**config.mk**
```make
export PLATFORM = sky130hd
export DESIGN_NAME = dedisp_stream_ctrl
export DESIGN_NICKNAME = d
export VERILOG_FILES = /design/src/rtl/dedisp_pkg.sv /design/src/rtl/dedisp_frame_cnt.sv /design/src/rtl/dedisp_stream_ctrl.sv
export SDC_FILE = /design/constraint.sdc
export NUM_CORES = 1
export LEC_CHECK = 0
export ABC_CLOCK_PERIOD_IN_PS = 2200
export BUFFER_PORTS_ARGS = -buffer_cell sky130_fd_sc_hd__buf_2
export CAP_MARGIN = 10
export CELL_PAD_IN_SITES_DETAIL_PLACEMENT = 1
export CELL_PAD_IN_SITES_GLOBAL_PLACEMENT = 2
export CORE_MARGIN = 2
export CORE_UTILIZATION = 26
export DETAILED_ROUTE_END_ITERATION = 8
export PLACE_DENSITY_LB_ADDON = 0.12
export SETUP_SLACK_MARGIN = 0.4
export SYNTH_ARGS = -nofsm -noshare
export SYNTH_HDL_FRONTEND = slang
export SYNTH_SLANG_ARGS = --single-unit
```
**constraint.sdc**
```tcl
create_clock -name clk -period 2.2 [get_ports clk]
set_clock_uncertainty 0.1 [all_clocks]
set_input_delay 0.33 -clock clk [delete_from_list [all_inputs] [get_ports clk]]
set_output_delay 0.33 -clock clk [all_outputs]
set_load 0.05 [all_outputs]
```
**src/rtl/dedisp_pkg.sv**
```systemverilog
// Shared definitions for the dedispersor front-end sequencer:
// state encoding and the channel-counter width helper.
package dedisp_pkg;

   localparam logic [1:0] ST_IDLE = 2'd0;
   localparam logic [1:0] ST_FILL = 2'd1;
   localparam logic [1:0] ST_RUN  = 2'd2;

   typedef enum logic [1:0] {
      S_IDLE = ST_IDLE,
      S_FILL = ST_FILL,
      S_RUN  = ST_RUN
   } state_t;

   // Bits needed to count 0..n-1, never less than one.
   function automatic int unsigned cnt_width(input int unsigned n);
      return (n > 1) ? $clog2(n) : 1;
   endfunction

endpackage

```
**src/rtl/dedisp_frame_cnt.sv**
```systemverilog
// Wrapping channel counter (power-of-two period) with synchronous clear,
// a wrap strobe on the advancing edge and an at-zero flag.
module dedisp_frame_cnt
   import dedisp_pkg::*;
#(
   parameter int unsigned N = 64,
   parameter int unsigned W = cnt_width(N)
) (
   input  logic clk,
   input  logic rst,
   input  logic i_clr,
   input  logic i_en,
   output logic o_wrap,
   output logic o_zero
);

   logic [W-1:0] r_cnt;
   logic         w_last;

   assign w_last = (r_cnt == W'(N - 1));
   assign o_wrap = i_en && w_last;
   assign o_zero = (r_cnt == '0);

   always_ff @(posedge clk) begin
      if (rst || i_clr) begin
         r_cnt <= '0;
      end else if (i_en) begin
         r_cnt <= w_last ? '0 : r_cnt + W'(1);
      end
   end

endmodule

```
**src/rtl/dedisp_stream_ctrl.sv**
```systemverilog
// Front-end sequencer for the serial dedispersor: locks to the spectrum sync,
// holds the dedispersor in reset until then, and blanks output during fill.
module dedisp_stream_ctrl
   import dedisp_pkg::*;
#(
   parameter int unsigned N_CHANNELS   = 64,
   parameter int unsigned DIN_WIDTH    = 32,
   parameter int unsigned FILL_SPECTRA = 9
) (
   input  logic                 clk,
   input  logic                 rst,
   input  logic                 sync_in,
   input  logic [DIN_WIDTH-1:0] din,
   input  logic                 din_valid,
   input  logic                 clr_err,
   output logic                 dd_rst,
   output logic [DIN_WIDTH-1:0] dd_din,
   output logic                 dd_din_valid,
   input  logic [DIN_WIDTH-1:0] dd_dout,
   input  logic                 dd_dout_valid,
   output logic [DIN_WIDTH-1:0] dout,
   output logic                 dout_valid,
   output logic                 dout_sof,
   output logic                 dout_eof,
   output logic [1:0]           state,
   output logic                 sync_err
);

   localparam int unsigned SW = cnt_width(FILL_SPECTRA + 1);

   state_t                 r_state;
   logic [SW-1:0]          r_spec_cnt;
   logic                   r_dd_rst;
   logic [DIN_WIDTH-1:0]   r_dd_din;
   logic                   r_dd_din_valid;
   logic                   r_sync_err;
   logic                   r_out_en;
   logic [DIN_WIDTH-1:0]   r_dout;
   logic                   r_dout_valid;
   logic                   r_dout_sof;
   logic                   r_dout_eof;

   logic w_lock, w_err, w_fwd, w_in_clr, w_in_wrap, w_in_zero, w_fill_done;
   logic w_out_wrap, w_out_zero, w_out_set, w_out_qual;

   // Input-side decisions: lock on sync in IDLE, trap sync off channel 0 otherwise.
   assign w_lock      = (r_state == S_IDLE) && din_valid && sync_in;
   assign w_err       = (r_state != S_IDLE) && din_valid && sync_in && !w_in_zero;
   assign w_fwd       = w_lock || ((r_state != S_IDLE) && din_valid && !w_err);
   assign w_in_clr    = (r_state == S_IDLE) ? !w_lock : w_err;
   assign w_fill_done = w_in_wrap && ((32'(r_spec_cnt) + 32'd1) >= FILL_SPECTRA);

   dedisp_frame_cnt #(.N(N_CHANNELS)) u_in_cnt (
      .clk    (clk),
      .rst    (rst),
      .i_clr  (w_in_clr),
      .i_en   (w_fwd),
      .o_wrap (w_in_wrap),
      .o_zero (w_in_zero)
   );

   // Output side: enable only at a frame boundary once in RUN.
   assign w_out_set  = dd_dout_valid && w_out_zero && (r_state == S_RUN);
   assign w_out_qual = dd_dout_valid && (r_out_en || w_out_set);

   dedisp_frame_cnt #(.N(N_CHANNELS)) u_out_cnt (
      .clk    (clk),
      .rst    (rst),
      .i_clr  (r_dd_rst),
      .i_en   (dd_dout_valid),
      .o_wrap (w_out_wrap),
      .o_zero (w_out_zero)
   );

   always_ff @(posedge clk) begin
      if (rst) begin
         r_state        <= S_IDLE;
         r_spec_cnt     <= '0;
         r_dd_rst       <= 1'b1;
         r_dd_din       <= '0;
         r_dd_din_valid <= 1'b0;
         r_sync_err     <= 1'b0;
         r_out_en       <= 1'b0;
         r_dout         <= '0;
         r_dout_valid   <= 1'b0;
         r_dout_sof     <= 1'b0;
         r_dout_eof     <= 1'b0;
      end else begin
         r_dd_din_valid <= w_fwd;
         if (w_fwd) r_dd_din <= din;

         if (w_err)        r_sync_err <= 1'b1;
         else if (clr_err) r_sync_err <= 1'b0;

         case (r_state)
            S_IDLE: begin
               r_dd_rst <= 1'b1;
               if (w_lock) begin
                  r_state    <= S_FILL;
                  r_dd_rst   <= 1'b0;
                  r_spec_cnt <= '0;
               end
            end
            S_FILL: begin
               if (w_err) begin
                  r_state  <= S_IDLE;
                  r_dd_rst <= 1'b1;
               end else if (w_in_wrap) begin
                  if (w_fill_done) r_state <= S_RUN;
                  if (r_spec_cnt != SW'(FILL_SPECTRA)) r_spec_cnt <= r_spec_cnt + SW'(1);
               end
            end
            S_RUN: begin
               if (w_err) begin
                  r_state  <= S_IDLE;
                  r_dd_rst <= 1'b1;
               end
            end
            default: begin
               r_state  <= S_IDLE;
               r_dd_rst <= 1'b1;
            end
         endcase

         // Leaving RUN (only via error) drops the enable on the same edge.
         r_out_en     <= (r_state == S_RUN) && !w_err && (r_out_en || w_out_set);
         r_dout_valid <= w_out_qual;
         r_dout_sof   <= w_out_qual && w_out_zero;
         r_dout_eof   <= w_out_qual && w_out_wrap;
         if (w_out_qual) r_dout <= dd_dout;
      end
   end

   assign state        = r_state;
   assign dd_rst       = r_dd_rst;
   assign dd_din       = r_dd_din;
   assign dd_din_valid = r_dd_din_valid;
   assign sync_err     = r_sync_err;
   assign dout         = r_dout;
   assign dout_valid   = r_dout_valid;
   assign dout_sof     = r_dout_sof;
   assign dout_eof     = r_dout_eof;

endmodule

```
==> run summary, run 1 <==
Sequential-to-total area share from yosys stat: 0.504
Number of non-filler instances in the completed layout: 793
Outcome: completed
Synthesized flop and latch total: 89
Cts bufs inserted: 9
Share of final-layout standard cells stronger than drive strength 1: 0.446
Count of flip-flops with a built-in enable after synthesis: 0
Async set or reset register ratio after synthesis: 0
Half-perimeter wire length after detailed placement: 7570 um
Share of Yosys cell area claimed by the top area cell type: 0.504
Critical Path Fanout Max: 6
Chip Width: 121 um
Count of distinct cell types in the synthesized netlist: 44
Die height: 121 um
Clock group share of total power: 0.329
Total power density per cell area: 835 nW/um^2
Cell depth of the worst setup path: 8
Wire length on met3: 635 um
Initial core utilization: 0.267
Total congestion overflow: 0
Pwr Total: 4670 uW
Via count: 3,682
Worst slew margin relative to its limit: 0.582
Sum of routed wire segments on met1: 5820 um
Worst setup path category: reg2reg
Delay contributed by the slowest stage of the critical path: 0.35 ns
Largest net degree at the start of global routing: 54
Fin crit period: 1.87 ns
H-tree level count: 3
Detailed-routing iteration count for the pre-antenna-repair pass: 4
Number of global-route vias before repair: 3,558
Library cell contributing the largest single delay on the critical path: sky130_fd_sc_hd__dfxtp_4
Unrepaired setup endpoints after global routing: true
Placement-stage cell area: 4490 um^2
Top layer reached by signal wires: met4
N_diodes: 0
Total number of clock tree sinks: 89
Synthesized Nets: 518
Port Buf Inserts: 141
Largest cells by area after synthesis: sky130_fd_sc_hd__dfxtp_1, sky130_fd_sc_hd__nand2_1, sky130_fd_sc_hd__a21oi_1
Crit. End Element: flip-flop
Cells on Worst Hold Path: 3
Final Max Slew Viols: 0
Startpoint type of the worst setup path: flip-flop
Max-cap violations: 0
Placed cell count: 736
Count of cells along the worst register-to-register path: 8
Post-synthesis average cell area: 8.06 um^2
Predominant post-synthesis flop cell: sky130_fd_sc_hd__dfxtp_1
Sw Pwr: 1530 uW
Hold Vio Cnt, Final: 0
Worst hold slack: 0.115 ns
Wire per inst: 16.1 um
Final-stage net count: 692
Clock buffer depth: 2
F_max: 0.536 GHz
Reported leakage power: 0.00235 uW
Design area: 5590 um^2
DRC: 0
Fraction of the cycle the final worst path needs: 0.848
Peak supply drop: 0.312 mV
Cell area after synthesis: 3530 um^2
Overall global routing resource usage: 0.165
Clock transition time at the flip-flop clock pins of the worst setup and hold paths: 0.07 ns
Initial antenna violation count: 0
Arrival time at the worst endpoint: 2.01 ns
Insertion delay of the later-clocked pin in the worst-skew pair: 0.34 ns
Via density per instance: 4.64
Routability cong.: 0.810
Accumulated negative setup slack: 0 ns
Hold Path Class: in2reg
Buffering stage count on the worst path with inverters included: 2
Number of synthesis warnings: 0
Leading area contributor after synthesis: sky130_fd_sc_hd__dfxtp_1
Endpoint required time on the critical path: 2.34 ns
Worst Max-Slew Pin Slew: 0.627 ns
Sum of met2 wire segment lengths after detailed routing: 5960 um
Wire length of the first global-routing pass: 18,700 um
Pint: 3150 uW
FP Rows: 42
Area of the core: 13,200 um^2
Cell chosen for the clock root: sky130_fd_sc_hd__clkbuf_16
Remaining antenna violation count after routing: 0
Die area: 14,500 um^2
Portion of total power attributed to combinational logic: 0.297
Sequential cell fraction of total power: 0.373
Proportion of total power due to net switching: 0.327
Sequence of cells on the critical path: inv_4, ha_4, xor2_4, nor4_4, buf_4, a2bb2oi_1, nor2_1, a211oi_1
Synth Instances: 438
Critical path's top delay family: compound AO/OA/AOI/OAI gates
TritonCTS clock tree: done
Iter 0 DRT Violations: 138
Count of boundary I/O pins: 142
Total Routed Length: 12,700 um
Area Growth Syn to Fin: 58.4%
Final setup violation count: 0
-- worst paths after layout --
path,startpoint,to,slack [ns]
worst max-delay path,state[0]$_SDFFE_PP0P_,r_spec_cnt[0]$_SDFFE_PP0P_,0.33
worst min-delay path,dd_dout[14],dout[14]$_SDFFE_PP0P_,0.11
worst max register to register,state[0]$_SDFFE_PP0P_,r_spec_cnt[0]$_SDFFE_PP0P_,0.33
worst min register to register,dd_din[6]$_SDFFE_PP0N_,dd_din[6]$_SDFFE_PP0N_,0.35
-- cells in the final DEF (no fill, tap or decap), types with 7 or more instances in the layout --
master / Yosys / final
sky130_fd_sc_hd__buf_2: 9 / 141
sky130_fd_sc_hd__nand2_1: 140 / 122
sky130_fd_sc_hd__dfxtp_1: 89 / 80
sky130_fd_sc_hd__a21oi_1: 75 / 61
sky130_fd_sc_hd__buf_4: 0 / 21
sky130_fd_sc_hd__nand2_2: 0 / 18
sky130_fd_sc_hd__nor2_1: 17 / 16
sky130_fd_sc_hd__clkbuf_16: 0 / 14
sky130_fd_sc_hd__a21oi_2: 0 / 11
sky130_fd_sc_hd__buf_6: 0 / 11
sky130_fd_sc_hd__inv_1: 12 / 7
sky130_fd_sc_hd__buf_12: 0 / 7
-- flip-flops by register name, summed over array words and instances, names as in the netlist --
name and cells:
state 2, r_out_en 1, dout_valid 1, sync_err 1, dout_eof 1, u_in_cnt.r_cnt 6
dout 32, r_spec_cnt 4, u_out_cnt.r_cnt 6, dd_din 32, dout_sof 1, dd_din_valid 1
dd_rst 1
-- power groups by stage --
| stage | clock network, uW | registers [uW] | logic (uW) |
|---|---|---|---|
| global route | 1670 | 1750 | 1500 |
| floorplan | 0 | 2030 | 438 |
| global placement | 0 | 1780 | 939 |
| detailed placement | 0 | 1780 | 951 |
| finish | 1540 | 1740 | 1390 |
| CTS | 1600 | 1740 | 1150 |
-- synthesized netlist by cell type, drive strengths merged (3+ instances only) --
cell    count
nand3       4
a211oi      3
buf         9
inv        12
dfxtp      89
nor3        6
a21oi      75
nor2       17
nand4       5
ha         10
and3        3
nand2     140
clkbuf     17
o21ai       9
xnor2       3
xor2        7
-- worst reg2reg max path: cells and delay by family (launching register included) --
| kind | cells | cell delay, ns |
|---|---|---|
| buffers and inverters | 2 | 0.22 |
| flip-flops | 1 | 0.35 |
| AND/OR/NAND/NOR | 2 | 0.16 |
| adder cells (fa/ha/maj) | 1 | 0.22 |
| AO/OA/AOI/OAI | 2 | 0.52 |
| XOR/XNOR | 1 | 0.19 |
-- through the flow --
step,setup WS (ns),util
final,0.335,0.422
after global routing,0.197,0.422
after CTS,0.338,0.385
after detailed placement,-0.00349,0.339
after global placement,0.0644,0.339
after floorplan,0.306,-
-- metal layers --
layer | GRT usage | vias to the layer above
met5 | 0 | -
met4 | 0.0814 | 0
met3 | 0.0392 | 22
met2 | 0.261 | 103
met1 | 0.210 | 1749
li1 | - | 1808
-- cells by family (layout without fill, tap and decap cells) --
| logic type | after synthesis | count (layout) | synth area share |
|---|---|---|---|
| compound gates | 101 | 102 | 0.159 |
| simple gates | 188 | 188 | 0.227 |
| mux | 2 | 2 | 0.00567 |
| buf+inv | 38 | 216 | 0.0439 |
| flops | 89 | 89 | 0.504 |
| xor+xnor | 10 | 10 | 0.0248 |
| fa+ha+maj | 10 | 10 | 0.0354 |
-- layout make-up --
cell class / instances / area (um^2)
Clock buffer: 12 / 236
Clock inverter: 4 / 53.8
Fill cell: 1602 / 7650
Inverter: 12 / 52.6
Multi-Input combinational cell: 312 / 1930
Sequential cell: 89 / 1800
Tap cell: 176 / 220
Timing Repair Buffer: 188 / 1300
-- what timing repair did --
action / CTS / global route
buffers inserted: 21 / 12
hold buffers: 0 / 0
resized for setup: 25 / 72
pin swaps: 18 / 36
cloned: 2 / 6
setup endpoints to repair: 48 / 78
Power figures use the tool's default switching activity.
==> run 2: changes to the inputs <==
--- a/config.mk
+++ b/config.mk
@@ -5,7 +5,7 @@
 export SDC_FILE = /design/constraint.sdc
 export NUM_CORES = 1
 export LEC_CHECK = 0
-export ABC_CLOCK_PERIOD_IN_PS = 2200
+export ABC_CLOCK_PERIOD_IN_PS = 1750
 export BUFFER_PORTS_ARGS = -buffer_cell sky130_fd_sc_hd__buf_2
 export CAP_MARGIN = 10
 export CELL_PAD_IN_SITES_DETAIL_PLACEMENT = 1
==> constraint.sdc (replaced) <==
create_clock -name clk -period 1.75 [get_ports clk]
set_clock_uncertainty 0.1 [all_clocks]
set_input_delay 0.2625 -clock clk [delete_from_list [all_inputs] [get_ports clk]]
set_output_delay 0.2625 -clock clk [all_outputs]
set_load 0.05 [all_outputs]
==> run 2 against run 1 <==
Against the previous run:
- the flow now finishes with violations (negative setup slack)
- fmax grew 3.4%
- final cell count is 2.6% higher
- critical path depth down 1
- worst hold slack lost 0.067 ns
- final area increased by 19%
- critical endpoint is now u_in_cnt.r_cnt[2]$_SDFFE_PP0N_
- power is 32% higher
==> run summary, run 2 (synthesized netlist as in run 1, its figures left out) <==
Reported leakage power: 0.00275 uW (+17%)
Initial antenna violation count: 1 (+1)
Critical Path Fanout Max: 5 (-1)
Most common library cell in the layout ignoring fill and taps: sky130_fd_sc_hd__buf_2
Pwr Total: 6190 uW (+32%)
Iter 0 DRT Violations: 92 (-33%)
Unrepaired setup endpoints after global routing: true
Violated checks: negative setup slack
Final setup margin: -0.0541 ns (-0.389 ns)
Final design utilization: 0.504 (+0.0818)
Fin crit period: 1.80 ns (-0.0614 ns)
Sequence of cells on the critical path: inv_4, ha_4, buf_6, a211oi_4, or3_4, or4_4, nand2_2
Final setup violation count: 14 (+14)
Chip Width: 121 um (unchanged)
Area Growth Syn to Fin: 89.1%
Library cell contributing the largest single delay on the critical path: sky130_fd_sc_hd__or4_4
Delay contributed by the slowest stage of the critical path: 0.42 ns (+0.07 ns)
Highest-count cells in the layout ignoring fill and taps: sky130_fd_sc_hd__buf_2, sky130_fd_sc_hd__dfxtp_1, sky130_fd_sc_hd__a21oi_2
Placed cell count: 764 (+3.8%)
Number of hold buffers added after CTS: 0 (unchanged)
DRC: 0 (unchanged)
Endpoint required time on the critical path: 1.94 ns (-0.40 ns)
FP Rows: 42 (unchanged)
Worst setup slack after placement: -0.140 ns (-0.136 ns)
Portion of total power attributed to combinational logic: 0.346 (+0.049)
Via density per instance: 4.66 (+0.33%)
Total congestion overflow: 0 (unchanged)
Max-cap violations: 0 (unchanged)
Total number of clock tree sinks: 89 (unchanged)
Wire length of the first global-routing pass: 18,500 um (-1.2%)
Largest net degree at the start of global routing: 33 (-39%)
Worst slew margin relative to its limit: 0.705 (+0.123)
Remaining antenna violation count after routing: 0 (unchanged)
Share of final-layout standard cells stronger than drive strength 1: 0.671 (+0.225)
F_max: 0.554 GHz (+3.4%)
Number of global-route vias before repair: 3,673 (+3.2%)
N_diodes: 0 (unchanged)
H-tree level count: 3 (unchanged)
Total power density per cell area: 927 nW/um^2 (+11%)
Arrival time at the worst endpoint: 1.99 ns (-0.02 ns)
Hold Path Class: in2reg
Routability cong.: 0.815 (+0.63%)
Total Routed Length: 13,200 um (+3.6%)
Worst setup path category: reg2reg
Clock transition time at the flip-flop clock pins of the worst setup and hold paths: 0.07 ns (about the same)
Final Max Slew Viols: 0 (unchanged)
Detailed-routing iteration count for the pre-antenna-repair pass: 4 (unchanged)
Initial core utilization: 0.267 (unchanged)
Die area: 14,500 um^2 (unchanged)
Crit. End Element: flip-flop
Peak supply drop: 0.387 mV (+24%)
Die height: 121 um (unchanged)
Clock buffer depth: 2 (unchanged)
Wire per inst: 16.2 um (+0.88%)
Fraction of the cycle the final worst path needs: 1.03 (+0.183)
Hold Vio Cnt, Final: 0 (unchanged)
Worst Max-Slew Pin Slew: 0.442 ns (-0.185 ns)
Area of the core: 13,200 um^2 (unchanged)
Half-perimeter wire length after detailed placement: 8110 um (+7.2%)
Cell chosen for the clock root: sky130_fd_sc_hd__clkbuf_16
Final-stage net count: 714 (+3.2%)
Clock group share of total power: 0.300 (-0.029)
Pint: 4090 uW (+30%)
Startpoint type of the worst setup path: flip-flop
Overall global routing resource usage: 0.162 (-0.00253)
Via count: 3,792 (+3.0%)
Insertion delay of the later-clocked pin in the worst-skew pair: 0.34 ns (about the same)
Outcome: finished with violations
Filler cells: 1,491 (-6.9%)
Count of boundary I/O pins: 142 (unchanged)
Port Buf Inserts: 141 (unchanged)
Critical path's top delay family: simple AND/OR/NAND/NOR gates
Cts bufs inserted: 9 (unchanged)
TritonCTS clock tree: done
Buffering stage count on the worst path with inverters included: 2 (unchanged)
Number of non-filler instances in the completed layout: 814 (+2.6%)
Sw Pwr: 2100 uW (+37%)
Proportion of total power due to net switching: 0.339 (+0.0122)
Sequential cell fraction of total power: 0.354 (-0.019)
[run 2: cell count changes in the layout (fill, tap and decap cells not counted), sizes merged]
| cell | before | now |
|---|---|---|
| a21oi | 76 | 75 |
| buf | 183 | 194 |
| bufinv | 1 | 0 |
| clkbuf | 17 | 27 |
| clkinvlp | 2 | 3 |
| inv | 12 | 13 |
[run 2: timing repair]
action	4_1_cts	5_1_grt
cloned	4	5
setup endpoints to repair	85	109
gates resized for setup	116	250
hold endpoints to repair	0	0
pin swaps	45	85
setup buffers	14	12
[run 2: worst register-to-register path, cell delays in order, from the launching register on]
cell and delay [ns]:
sky130_fd_sc_hd__dfxtp_4 0.35, sky130_fd_sc_hd__inv_4 0.08, sky130_fd_sc_hd__ha_4 0.21, sky130_fd_sc_hd__buf_6 0.12
sky130_fd_sc_hd__a211oi_4 0.04, sky130_fd_sc_hd__or3_4 0.35, sky130_fd_sc_hd__or4_4 0.42, sky130_fd_sc_hd__nand2_2 0.06
[run 2: cell type report]
class	count	area, um^2	area share
Timing Repair Buffer	211	1680	0.252
Tap cell	176	220	0.0330
Clock buffer	10	239	0.0358
Clock inverter	5	40.0	0.00600
Sequential cell	89	1800	0.270
Multi-Input combinational cell	311	2640	0.396
Inverter	12	52.6	0.00787
[run 2: final timing paths]
path / from / endpoint / slack [ns] / cells past startpoint
setup / recovery: state[0]$_SDFFE_PP0P_ / u_in_cnt.r_cnt[2]$_SDFFE_PP0N_ / -0.05 / 7
hold / removal: din[23] / dd_din[23]$_SDFFE_PP0N_ / 0.05 / 3
setup reg to reg: state[0]$_SDFFE_PP0P_ / u_in_cnt.r_cnt[2]$_SDFFE_PP0N_ / -0.05 / 7
hold reg to reg: dd_din[9]$_SDFFE_PP0N_ / dd_din[9]$_SDFFE_PP0N_ / 0.36 / 2
[run 2: power groups by stage]
stage / Combinational, uW / Sequential (uW) / Clock [uW]
3_3_place_gp: 1340 / 2230 / 0
6_report: 2140 / 2190 / 1860
2_1_floorplan: 558 / 2550 / 0
3_5_place_dp: 1350 / 2230 / 0
5_1_grt: 2290 / 2200 / 2020
4_1_cts: 1880 / 2190 / 1920
[run 2: per-layer routing]
metal  wire [um]  GRT usage  vias to the layer above  part of all wire
li1            -          -                     1848                 -
met1        5460      0.194                     1837              0.41
met2        6950      0.281                       88              0.53
met3         608     0.0363                       17             0.046
met4         173     0.0661                        2             0.013
met5          13          0                        -           0.00098
[run 2: through the flow]
step                      cell area [um^2]  TNS (ns)  hold WS [ns]
after CTS                             5630   -0.0442        0.0311
after detailed placement              4740     -1.20         0.343
after global routing                  6680     -2.71        0.0379
after global placement                4740    -0.292         0.339
final                                 6680    -0.149        0.0480
after floorplan                       3650     -2.80         0.298
